## config.mk

```make
export PLATFORM = sky130hd
export DESIGN_NAME = result_dumper
export DESIGN_NICKNAME = d
export VERILOG_FILES = /design/src/rtl/riscv_pkg.sv /design/src/rtl/result_dumper_byte_word_assembler.sv /design/src/rtl/result_dumper.sv
export SDC_FILE = /design/constraint.sdc
export NUM_CORES = 1
export LEC_CHECK = 0
export BUFFER_PORTS_ARGS = -buffer_cell sky130_fd_sc_hd__buf_2
export CAP_MARGIN = 20
export CORE_ASPECT_RATIO = 1.4
export CORE_UTILIZATION = 25
export CTS_CLUSTER_SIZE = 12
export DETAILED_ROUTE_END_ITERATION = 6
export PLACE_DENSITY_LB_ADDON = 0.1
export SYNTH_ARGS = -nofsm -noshare
export SYNTH_HDL_FRONTEND = slang
export SYNTH_SLANG_ARGS = --single-unit
```

## constraint.sdc

```tcl
create_clock -name CLOCK_50 -period 1.68 [get_ports CLOCK_50]
set_input_delay 0.336 -clock CLOCK_50 [delete_from_list [all_inputs] [get_ports CLOCK_50]]
set_output_delay 0.336 -clock CLOCK_50 [all_outputs]
set_load 0.02 [all_outputs]
```

## src/rtl/riscv_pkg.sv

```systemverilog
// Shared constants for the RISCVCPU matrix program and its result dumper.
// Holds matrix-dimension defaults, the result-area base, dump states and header layout.
package riscv_pkg;
  localparam int M_DEF  = 3;
  localparam int N_DEF  = 4;
  localparam int N2_DEF = 3;

  // Result matrix sits after matrix1 (M x N) and matrix2 (N x N2), 4 bytes per element.
  function automatic int res_base(input int m, input int n, input int n2);
    return m * n * 4 + n * n2 * 4;
  endfunction

  typedef enum logic [2:0] {
    IDLE, HDR, FETCH, PRESENT, CKS, DONE
  } dump_state_e;

  localparam int HDR_CC_LSB = 16;
  localparam int HDR_IC_LSB = 0;

  function automatic logic [31:0] make_header(input logic [15:0] cc, input logic [15:0] ic);
    logic [31:0] h;
    h = '0;
    h[HDR_CC_LSB +: 16] = cc;
    h[HDR_IC_LSB +: 16] = ic;
    return h;
  endfunction
endpackage

```

## src/rtl/result_dumper_byte_word_assembler.sv

```systemverilog
// byte_word_assembler: while run_i is high, issues 4 sequential byte reads (1-cycle latency)
// and shifts them into a big-endian word; word_rdy_o pulses as the last byte is captured.
module byte_word_assembler
  import riscv_pkg::*;
#(
  parameter int ADDR_W = 8
) (
  input  logic              clk_i,
  input  logic              rst_i,
  input  logic              run_i,
  input  logic [ADDR_W-1:0] base_addr_i,
  output logic [ADDR_W-1:0] mem_addr_o,
  output logic              mem_rd_o,
  input  logic [7:0]        mem_rdata_i,
  output logic [31:0]       word_o,
  output logic              word_rdy_o
);
  logic [2:0]        cnt_q, cnt_d;
  logic              rd_q;
  logic              last_q;
  logic [31:0]       word_q;
  logic [ADDR_W-1:0] addr_q;
  logic [ADDR_W-1:0] addr_now;

  assign mem_rd_o   = run_i & ~cnt_q[2];
  assign addr_now   = base_addr_i + ADDR_W'(cnt_q[1:0]);
  // The address bus holds its last issued value whenever no read is in flight.
  assign mem_addr_o = mem_rd_o ? addr_now : addr_q;
  assign word_o     = word_q;
  assign word_rdy_o = last_q;

  always_comb begin
    cnt_d = 3'd0;
    if (run_i) cnt_d = cnt_q[2] ? cnt_q : cnt_q + 3'd1;
  end

  always_ff @(posedge clk_i) begin
    if (rst_i) begin
      cnt_q  <= 3'd0;
      rd_q   <= 1'b0;
      last_q <= 1'b0;
      word_q <= '0;
      addr_q <= '0;
    end else begin
      cnt_q  <= cnt_d;
      rd_q   <= mem_rd_o;
      last_q <= mem_rd_o & (cnt_q[1:0] == 2'd3);
      if (mem_rd_o) addr_q <= addr_now;
      if (rd_q) word_q <= {word_q[23:0], mem_rdata_i};
    end
  end
endmodule

```

## src/rtl/result_dumper.sv

```systemverilog
// result_dumper: on a rising edge of done_i, streams {clock_count, instr_cnt} then the
// M x N2 result matrix from data memory. RESULT_DUMP_CHECKSUM_EN appends a sum word.
//   state   | meaning
//   IDLE    | waiting for a fresh done_i rising edge
//   HDR     | presenting the counter snapshot
//   FETCH   | reading 4 bytes of result word w
//   PRESENT | presenting result word w
//   CKS     | presenting the running sum (checksum build only)
//   DONE    | dump complete, waiting for done_i to drop
module result_dumper
  import riscv_pkg::*;
#(
  parameter int M      = M_DEF,
  parameter int N      = N_DEF,
  parameter int N2     = N2_DEF,
  parameter int ADDR_W = 8
) (
  input  logic              CLOCK_50,
  input  logic              reset,
  input  logic              done_i,
  input  logic [15:0]       clock_count_i,
  input  logic [15:0]       instr_cnt_i,
  output logic [ADDR_W-1:0] mem_addr_o,
  output logic              mem_rd_o,
  input  logic [7:0]        mem_rdata_i,
  output logic              out_valid,
  input  logic              out_ready,
  output logic [31:0]       out_data,
  output logic              out_last,
  output logic              busy,
  output logic              finished
);
  localparam int RES_BASE = res_base(M, N, N2);
  localparam int NWORDS   = M * N2;
  localparam int WW       = (NWORDS > 1) ? $clog2(NWORDS) : 1;
  localparam logic [WW-1:0] W_LAST = WW'(NWORDS - 1);

  dump_state_e       state_q, state_d;
  logic              done_q;
  logic [31:0]       hdr_q, hdr_d;
  logic [WW-1:0]     w_q, w_d;
  logic [31:0]       asm_word;
  logic              asm_rdy;
  logic              asm_run;
  logic              trig;
  logic [ADDR_W-1:0] word_base;
`ifdef RESULT_DUMP_CHECKSUM_EN
  logic [31:0]       cks_q, cks_d;
`endif

  assign trig      = done_i & ~done_q;
  assign word_base = ADDR_W'(RES_BASE) + ADDR_W'({w_q, 2'b00});

  byte_word_assembler #(.ADDR_W(ADDR_W)) u_asm (
    .clk_i       (CLOCK_50),
    .rst_i       (reset),
    .run_i       (asm_run),
    .base_addr_i (word_base),
    .mem_addr_o  (mem_addr_o),
    .mem_rd_o    (mem_rd_o),
    .mem_rdata_i (mem_rdata_i),
    .word_o      (asm_word),
    .word_rdy_o  (asm_rdy)
  );

  // Tracks done_i through reset so a level already high at reset release never triggers.
  always_ff @(posedge CLOCK_50) done_q <= done_i;

  always_ff @(posedge CLOCK_50) begin
    if (reset) begin
      state_q <= IDLE;
      hdr_q   <= '0;
      w_q     <= '0;
`ifdef RESULT_DUMP_CHECKSUM_EN
      cks_q   <= '0;
`endif
    end else begin
      state_q <= state_d;
      hdr_q   <= hdr_d;
      w_q     <= w_d;
`ifdef RESULT_DUMP_CHECKSUM_EN
      cks_q   <= cks_d;
`endif
    end
  end

  always_comb begin
    state_d   = state_q;
    hdr_d     = hdr_q;
    w_d       = w_q;
    asm_run   = 1'b0;
    out_valid = 1'b0;
    out_data  = '0;
    out_last  = 1'b0;
    busy      = 1'b0;
    finished  = 1'b0;
`ifdef RESULT_DUMP_CHECKSUM_EN
    cks_d     = cks_q;
`endif
    case (state_q)
      IDLE: begin
        if (trig) begin
          hdr_d   = make_header(clock_count_i, instr_cnt_i);
`ifdef RESULT_DUMP_CHECKSUM_EN
          cks_d   = '0;
`endif
          state_d = HDR;
        end
      end
      HDR: begin
        busy      = 1'b1;
        out_valid = 1'b1;
        out_data  = hdr_q;
        if (out_ready) begin
          w_d     = '0;
`ifdef RESULT_DUMP_CHECKSUM_EN
          cks_d   = cks_q + hdr_q;
`endif
          state_d = FETCH;
        end
      end
      FETCH: begin
        busy    = 1'b1;
        asm_run = 1'b1;
        if (asm_rdy) state_d = PRESENT;
      end
      PRESENT: begin
        busy      = 1'b1;
        out_valid = 1'b1;
        out_data  = asm_word;
`ifndef RESULT_DUMP_CHECKSUM_EN
        out_last  = (w_q == W_LAST);
`endif
        if (out_ready) begin
`ifdef RESULT_DUMP_CHECKSUM_EN
          cks_d = cks_q + asm_word;
`endif
          if (w_q != W_LAST) begin
            w_d     = w_q + WW'(1);
            state_d = FETCH;
          end else begin
`ifdef RESULT_DUMP_CHECKSUM_EN
            state_d = CKS;
`else
            state_d = DONE;
`endif
          end
        end
      end
`ifdef RESULT_DUMP_CHECKSUM_EN
      CKS: begin
        busy      = 1'b1;
        out_valid = 1'b1;
        out_data  = cks_q;
        out_last  = 1'b1;
        if (out_ready) state_d = DONE;
      end
`endif
      DONE: begin
        finished = 1'b1;
        if (!done_i) state_d = IDLE;
      end
      default: state_d = IDLE;
    endcase
  end
endmodule
```

[Yosys cells after proc, flatten, opt, wreduce, memory -nomap -nowiden]
Cells that the tools add are included.
Operators by class
  muxes and demuxes: 19
  div/mod/pow operators: 0
  bitwise operators: 6
  equal/unequal tests: 13
  reduce and logical (&&, ||, !) cells: 8
  shifts and indexed selects: 0
  multiply operators: 0
  add/subtract/negate cells: 4
  order comparisons: 0
Operator list (number)
  case mux 32 bit (2 select lines): 1
  2-to-1 mux 3 bit: 7
  case mux 3 bit (5 select lines): 1
  2-to-1 mux 4 bit: 3
  inequality test 2 bit (second input constant): 5
  adder 7 x 6 -> 8 bit (first input constant): 1
  adder 8 x 2 -> 8 bit: 1
  2-to-1 mux 8 bit: 1
  case mux 4 bit (2 select lines): 1
  == test 3 x 2 -> 1 bit (second input constant): 2
  2-to-1 mux 1 bit: 5
  AND reduction 5 bit: 1
  adder 4 x 1 -> 4 bit (second input constant): 1
  == test 4 bit (second input constant): 1
  inequality test 4 bit (second input constant): 1
  AND reduction 4 bit: 1
  OR reduction 2 bit: 2
  adder 3 x 1 -> 3 bit (second input constant): 1
  bitwise AND 1 bit: 3
  == test 3 x 1 -> 1 bit (second input constant): 1
  == test 3 bit (second input constant): 1
  logical NOT 3 bit: 1
  inverter 1 bit: 3
  OR reduction 3 bit: 1
  other kinds (4): 4
Word-level totals
  logic and storage cells: 60
  memory bits (writable): 0
  bits in read-only memories: 0
  memories: 0
  bits in latches: 0
  bits in registers: 85
  output and inout port bits: 45

[Depth between registers and ports, before layout]
  depth after elaboration: 4
  gate-level depth with buffers: 5
  mapped depth without buffers: 5

[Modules after synthesis]
Synthesis repeated with hierarchy kept, for this count alone.
Second synthesis, totals
  cells, all modules: 461
  area, all modules: 3925.0 um^2
By module, submodules not included
  result_dumper: area each 2079.5 um^2, instances 1, cells each 276
  byte_word_assembler: area each 1845.5 um^2, instances 1, cells each 185

[Least setup slack after synthesis]
No wires, ideal clock.
  path type: flip-flop to output port
  start: register state_q[0]
  end: output port mem_addr_o[5]
  data required time: 1.344 ns
  path buffers: 1
  stages on the path, launching flop included: 6
  arrival time: 1.447 ns
  setup slack: -0.103 ns
  cells stage by stage: dfxtp_1 or4b_1 buf_6 inv_1 nand2_1 nand2_1
On the way
  word-level cells in the longest chain between the ends: 4
Ends and longest elaborated chain
  start: declaration: RTL line result_dumper.sv:38  | dump_state_e state_q, state_d;
  start signal: assignment: RTL line result_dumper.sv:78  | state_q <= state_d;
  == test 3 x 2 -> 1 bit: RTL line result_dumper.sv:100  | case (state_q)
  2-to-1 mux 1 bit: RTL line result_dumper.sv:100
  bitwise AND 1 bit: RTL line result_dumper_byte_word_assembler.sv:25  | assign mem_rd_o = run_i & ~cnt_q[2];
  named net mem_rd_o: RTL line result_dumper.sv:24  | output logic mem_rd_o,
  2-to-1 mux 8 bit
  end: declaration: RTL line result_dumper.sv:23  | output logic [ADDR_W-1:0] mem_addr_o,
The timed path passes the listed nets, and every way through them passes these cells.

[Worst setup path after layout]
  start: register u_asm.cnt_q[2]
  end: output port mem_addr_o[3]
On the way
  word-level cells in the longest chain between the ends: 3
Ends and longest elaborated chain
  start: declaration: RTL line result_dumper_byte_word_assembler.sv:18  | logic [2:0] cnt_q, cnt_d;
  start signal: assignment: RTL line result_dumper_byte_word_assembler.sv:45  | cnt_q <= cnt_d;
  inverter 1 bit: RTL line result_dumper_byte_word_assembler.sv:25
  bitwise AND 1 bit: RTL line result_dumper_byte_word_assembler.sv:25
  2-to-1 mux 8 bit
Every way passes these cells.

==> impl_summary.md <==
Run status
The run finished, with violations left. The checks that failed: negative setup slack.

STA
Across all hold checks on the routed design, the worst slack comes to 138.0 ps. The setup clock skew after layout is 6.279 ps. The transition time of the tightest slew-check pin is 420.2 ps.

The fmax is 0.4704 GHz. Headroom to the max-slew limit came out at 71.99%. The final number of max-transition violations was 0. After layout, the worst setup slack is -445.7 ps. The time the final worst path needs with I/O delays and setup is 2126 ps. The setup TNS is -7857 ps. The final clock period utilization by the worst path is 126.5%.

The number of hold-slack violations in the final timing report is 0. Setup repair after global routing could not meet its margin everywhere. Setup violations remaining at the end of the flow were counted as 43.

Critical path
The type of the setup path with the least slack is reg -> out. The critical path starts at u_asm.cnt_q[2]$_SDFF_PP0_. The critical path's largest stage delay is 530 ps.

In this run the worst path has a maximum fanout of 8. The setup check on the worst reg-to-reg path leaves a slack of 40 ps. The worst path required time is 1340 ps. The slowest stage of the critical path is the or4b_4 cell. The type of element launching the critical path is a flip-flop. The endpoint identified for the worst register-to-register timing path is w_q[3]$_SDFFE_PP0P_.

The most frequent cell on the critical path is buf_6. STA puts the critical path data arrival time at 1790 ps. The worst setup path is captured at an output pin. The worst-case reg-to-reg path depth is 5. The critical path goes through or4b_4, buf_6, mux2_4, buf_6. The worst register-to-register path begins at state_q[1]$_SDFFE_PP0P_. The termination of the worst setup path is mem_addr_o[3].

Synth
dfxtp_1 is the most common cell in the netlist. The fraction of registers with async set or reset after synthesis is 0%. Of the total synthesized cell area, the portion taken by AND, OR, NAND and NOR gates is 19.24%. Among all flip-flop cells after synthesis, the most frequent one is dfxtp_1.

The synthesized-area fraction occupied by ao, oa, aoi and oai cells is 10.97%. The synthesized design contains 85 register bits. The dominant combinational cell family by area after synthesis is multiplexers.

The top-area cell type share of the netlist area is 44.42%. The synthesized netlist devotes 0.9798% of its cell area to adder and majority cells. Of the post-synthesis cell area, the part taken by muxes is 19.33%. The synthesized netlist devotes 0.2286% of its cell area to XOR and XNOR gates. The register area share after synthesis is 44.42%. Summing every instance area after synthesis gives 3831 um2.

The number of enable flip-flop cells after synthesis is 0. Yosys mapped the design onto 36 distinct sky130hd cell types. The Yosys warning count is 0. The biggest area contributor in the post-synthesis netlist is dfxtp_1.

The commonest cells after synthesis are dfxtp_1, nor2_1, mux2i_1, a21oi_1, o21ai_0. The number of nets handed over by synthesis was 474. Each instance of the synthesized netlist takes up on average 8.972 um2. After synthesis, the cell types taking the most area are dfxtp_1, mux2i_1, nor2_1, a21oi_1, o21ai_0. The instance count of the mapped netlist is 427.

Die
The die covers 15830 um2. The die is 106.6 um wide. The number of placement rows is 53.

The area of the placeable core is 14990 um2. For this configuration, the core starts out at a cell density of 25.56%. The chip height is 148.5 um. For this design the top-level I/O count stands at 89.

GRT
The wire length of the first global-routing pass is 18.36 mm. Entering global routing, the biggest net connects 39 pins. The number of antenna violations at the first check in global routing is 0. The number of global-route vias before repair is 3422. After global routing the overflow that remains totals 0. The overall routing resource usage is 15.05%.

Finish
After routing the design area is 6115 um2. The total inserted antenna cells is 0. From synthesis to final layout, the design area changed by 59.60%. The proportion of layout cells with a drive suffix above 1 is 45.54%. The count of fill cells added during filler insertion is 1549. The final layout contains 580 nets.

The number of standard cells in the layout, taps in and fillers out is 730.

Pwr
The share of total power dissipated in combinational logic is 37.0%. In this run the power density over the cells is 1102 nW/um2. The internal power contribution is 0.004465 W.

The maximum vdd ir drop is 0.4632 mV. The overall power is 0.006741 W. The share of total power dissipated in the clock network is 29.8%. The net switching share of the total power is 33.76%. The net switching power is 0.002276 W. The reported leakage power is 2.124 nW.

Registers are responsible for 33.1% of the overall power.

Clocking
After clock tree synthesis, the clock-pin slew on the worst setup and hold paths is 60 ps. The number of buffers inserted during clock tree synthesis is 9. The clock latency on the worst-skew pair is 340 ps. The CTS tree is yes.

The total clock sinks is 85. In this run the deepest clock path goes through 2 buffers. CTS built an H-tree with a depth of 3. The clock tree root buffer cell is clkbuf_16.

Detailed routing
After detailed routing, the average wire length per cell comes to 16.49 um. The number of DRC violations after detailed routing is 0. The iteration count of the initial detailed-routing pass is 4. The detailed router finished its first iteration with 90 violations. After detailed routing, the total wire length is 12.04 mm. The via-per-instance ratio is 4.659. In this run the remaining antenna-violating nets after routing total 0. The via count of the routed design is 3401.

Placement
The instance count after placement with tap cells included is 697. The last weighted congestion value of the routability-driven placer is 0.7066. After detailed placement, the total cell area comes to 4671 um2. Once detailed placement completed, the half-perimeter wirelength came to 7.986 mm. The count of buffers inserted at the top-level ports is 88.

Hold path
The worst hold-check path type is in -> reg. The source of the worst hold timing path is done_i.

Job
The tool flagged a number of max-cap violations equal to 0.
## cell families (layout without fill, tap and decap cells)
| kind of cell | Yosys count | count (layout) |
|---|---|---|
| AO/OA/AOI/OAI | 80 | 80 |
| XOR/XNOR | 1 | 1 |
| adder cells (fa/ha/maj) | 3 | 3 |
| buffers and inverters | 43 | 154 |
| flip-flops | 85 | 85 |
| multiplexers | 71 | 71 |
| AND/OR/NAND/NOR | 144 | 144 |
## worst min path at each step
stage / cells after the start / end
2_1_floorplan: 0 / done_q$_DFF_P_
3_3_place_gp: 2 / hdr_q[29]$_SDFFE_PP0P_
3_5_place_dp: 2 / hdr_q[1]$_SDFFE_PP0P_
4_1_cts: 1 / done_q$_DFF_P_
5_1_grt: 1 / done_q$_DFF_P_
6_report: 1 / done_q$_DFF_P_
## power groups by stage
stage | registers, W | logic [W] | clock network, W
after CTS | 0.00220 | 0.00190 | 0.00206
after floorplan | 0.00221 | 0.00101 | 0
after global placement | 0.00223 | 0.00159 | 0
final | 0.00223 | 0.00250 | 0.00201
after global routing | 0.00225 | 0.00266 | 0.00217
after detailed placement | 0.00224 | 0.00159 | 0
## sequential cells by signal, indices dropped and copies added, names as in the netlist
name	count
done_q	1
u_asm.word_o	32
u_asm.addr_q	8
hdr_q	32
u_asm.word_rdy_o	1
u_asm.rd_q	1
w_q	4
state_q	3
u_asm.cnt_q	3
## per-stage QoR
step | setup slack [ps] | util [%]
after floorplan | 15.46 | -
after global placement | -120.5 | 31.17
after detailed placement | -127.6 | 31.17
after CTS | -455.3 | 35.57
after global routing | -490.9 | 40.80
final | -445.7 | 40.80
## cell usage in the layout (no fill, tap or decap), drive strengths merged, types with 2 or more instances in the layout
master	instances
inv	5
mux2	6
nand2b	2
a21oi	37
o22ai	2
dfxtp	85
or3	2
nand4b	2
clkbuf	12
mux2i	65
clkinvlp	4
o21ai	36
ha	3
nand4	2
clkinv	2
nor2b	8
and3b	3
nand3	35
or4b	2
nor2	73
nand2	7
buf	130
or4	2
## timing repair
item                                    CTS  global route
buffers inserted                          5             8
gates resized for setup                  80           149
pin swaps                                 1            16
endpoints found under the setup margin   43            80
gates cloned                              2             3
hold buffers                              0             0
## final cells by class
| type | count | area (um2) | area share (%) |
|---|---|---|---|
| multi-input combinational | 299 | 2572 | 42.07 |
| clock buffer | 9 | 225.2 | 3.683 |
| sequential | 85 | 1707 | 27.91 |
| clock inverter | 7 | 75.07 | 1.228 |
| tap | 192 | 240.2 | 3.929 |
| timing repair buffer | 133 | 1270 | 20.77 |
| inverter | 5 | 25.02 | 0.4092 |
## metal layers
| metal | vias up | wire [um] | GRT usage, % |
|---|---|---|---|
| met5 | - | 0 | 0 |
| met4 | 0 | 127 | 4.726 |
| met3 | 9 | 299 | 2.717 |
| met2 | 44 | 6456 | 26.00 |
| met1 | 1647 | 5157 | 18.84 |
| li1 | 1701 | - | - |
## worst max-delay path: cells and delay by family (launching register included)
kind | cells | cell delay (ps)
simple gates | 1 | 530
flops | 1 | 310
mux | 1 | 310
buf+inv | 2 | 300
(Power assumes the default switching activity.)
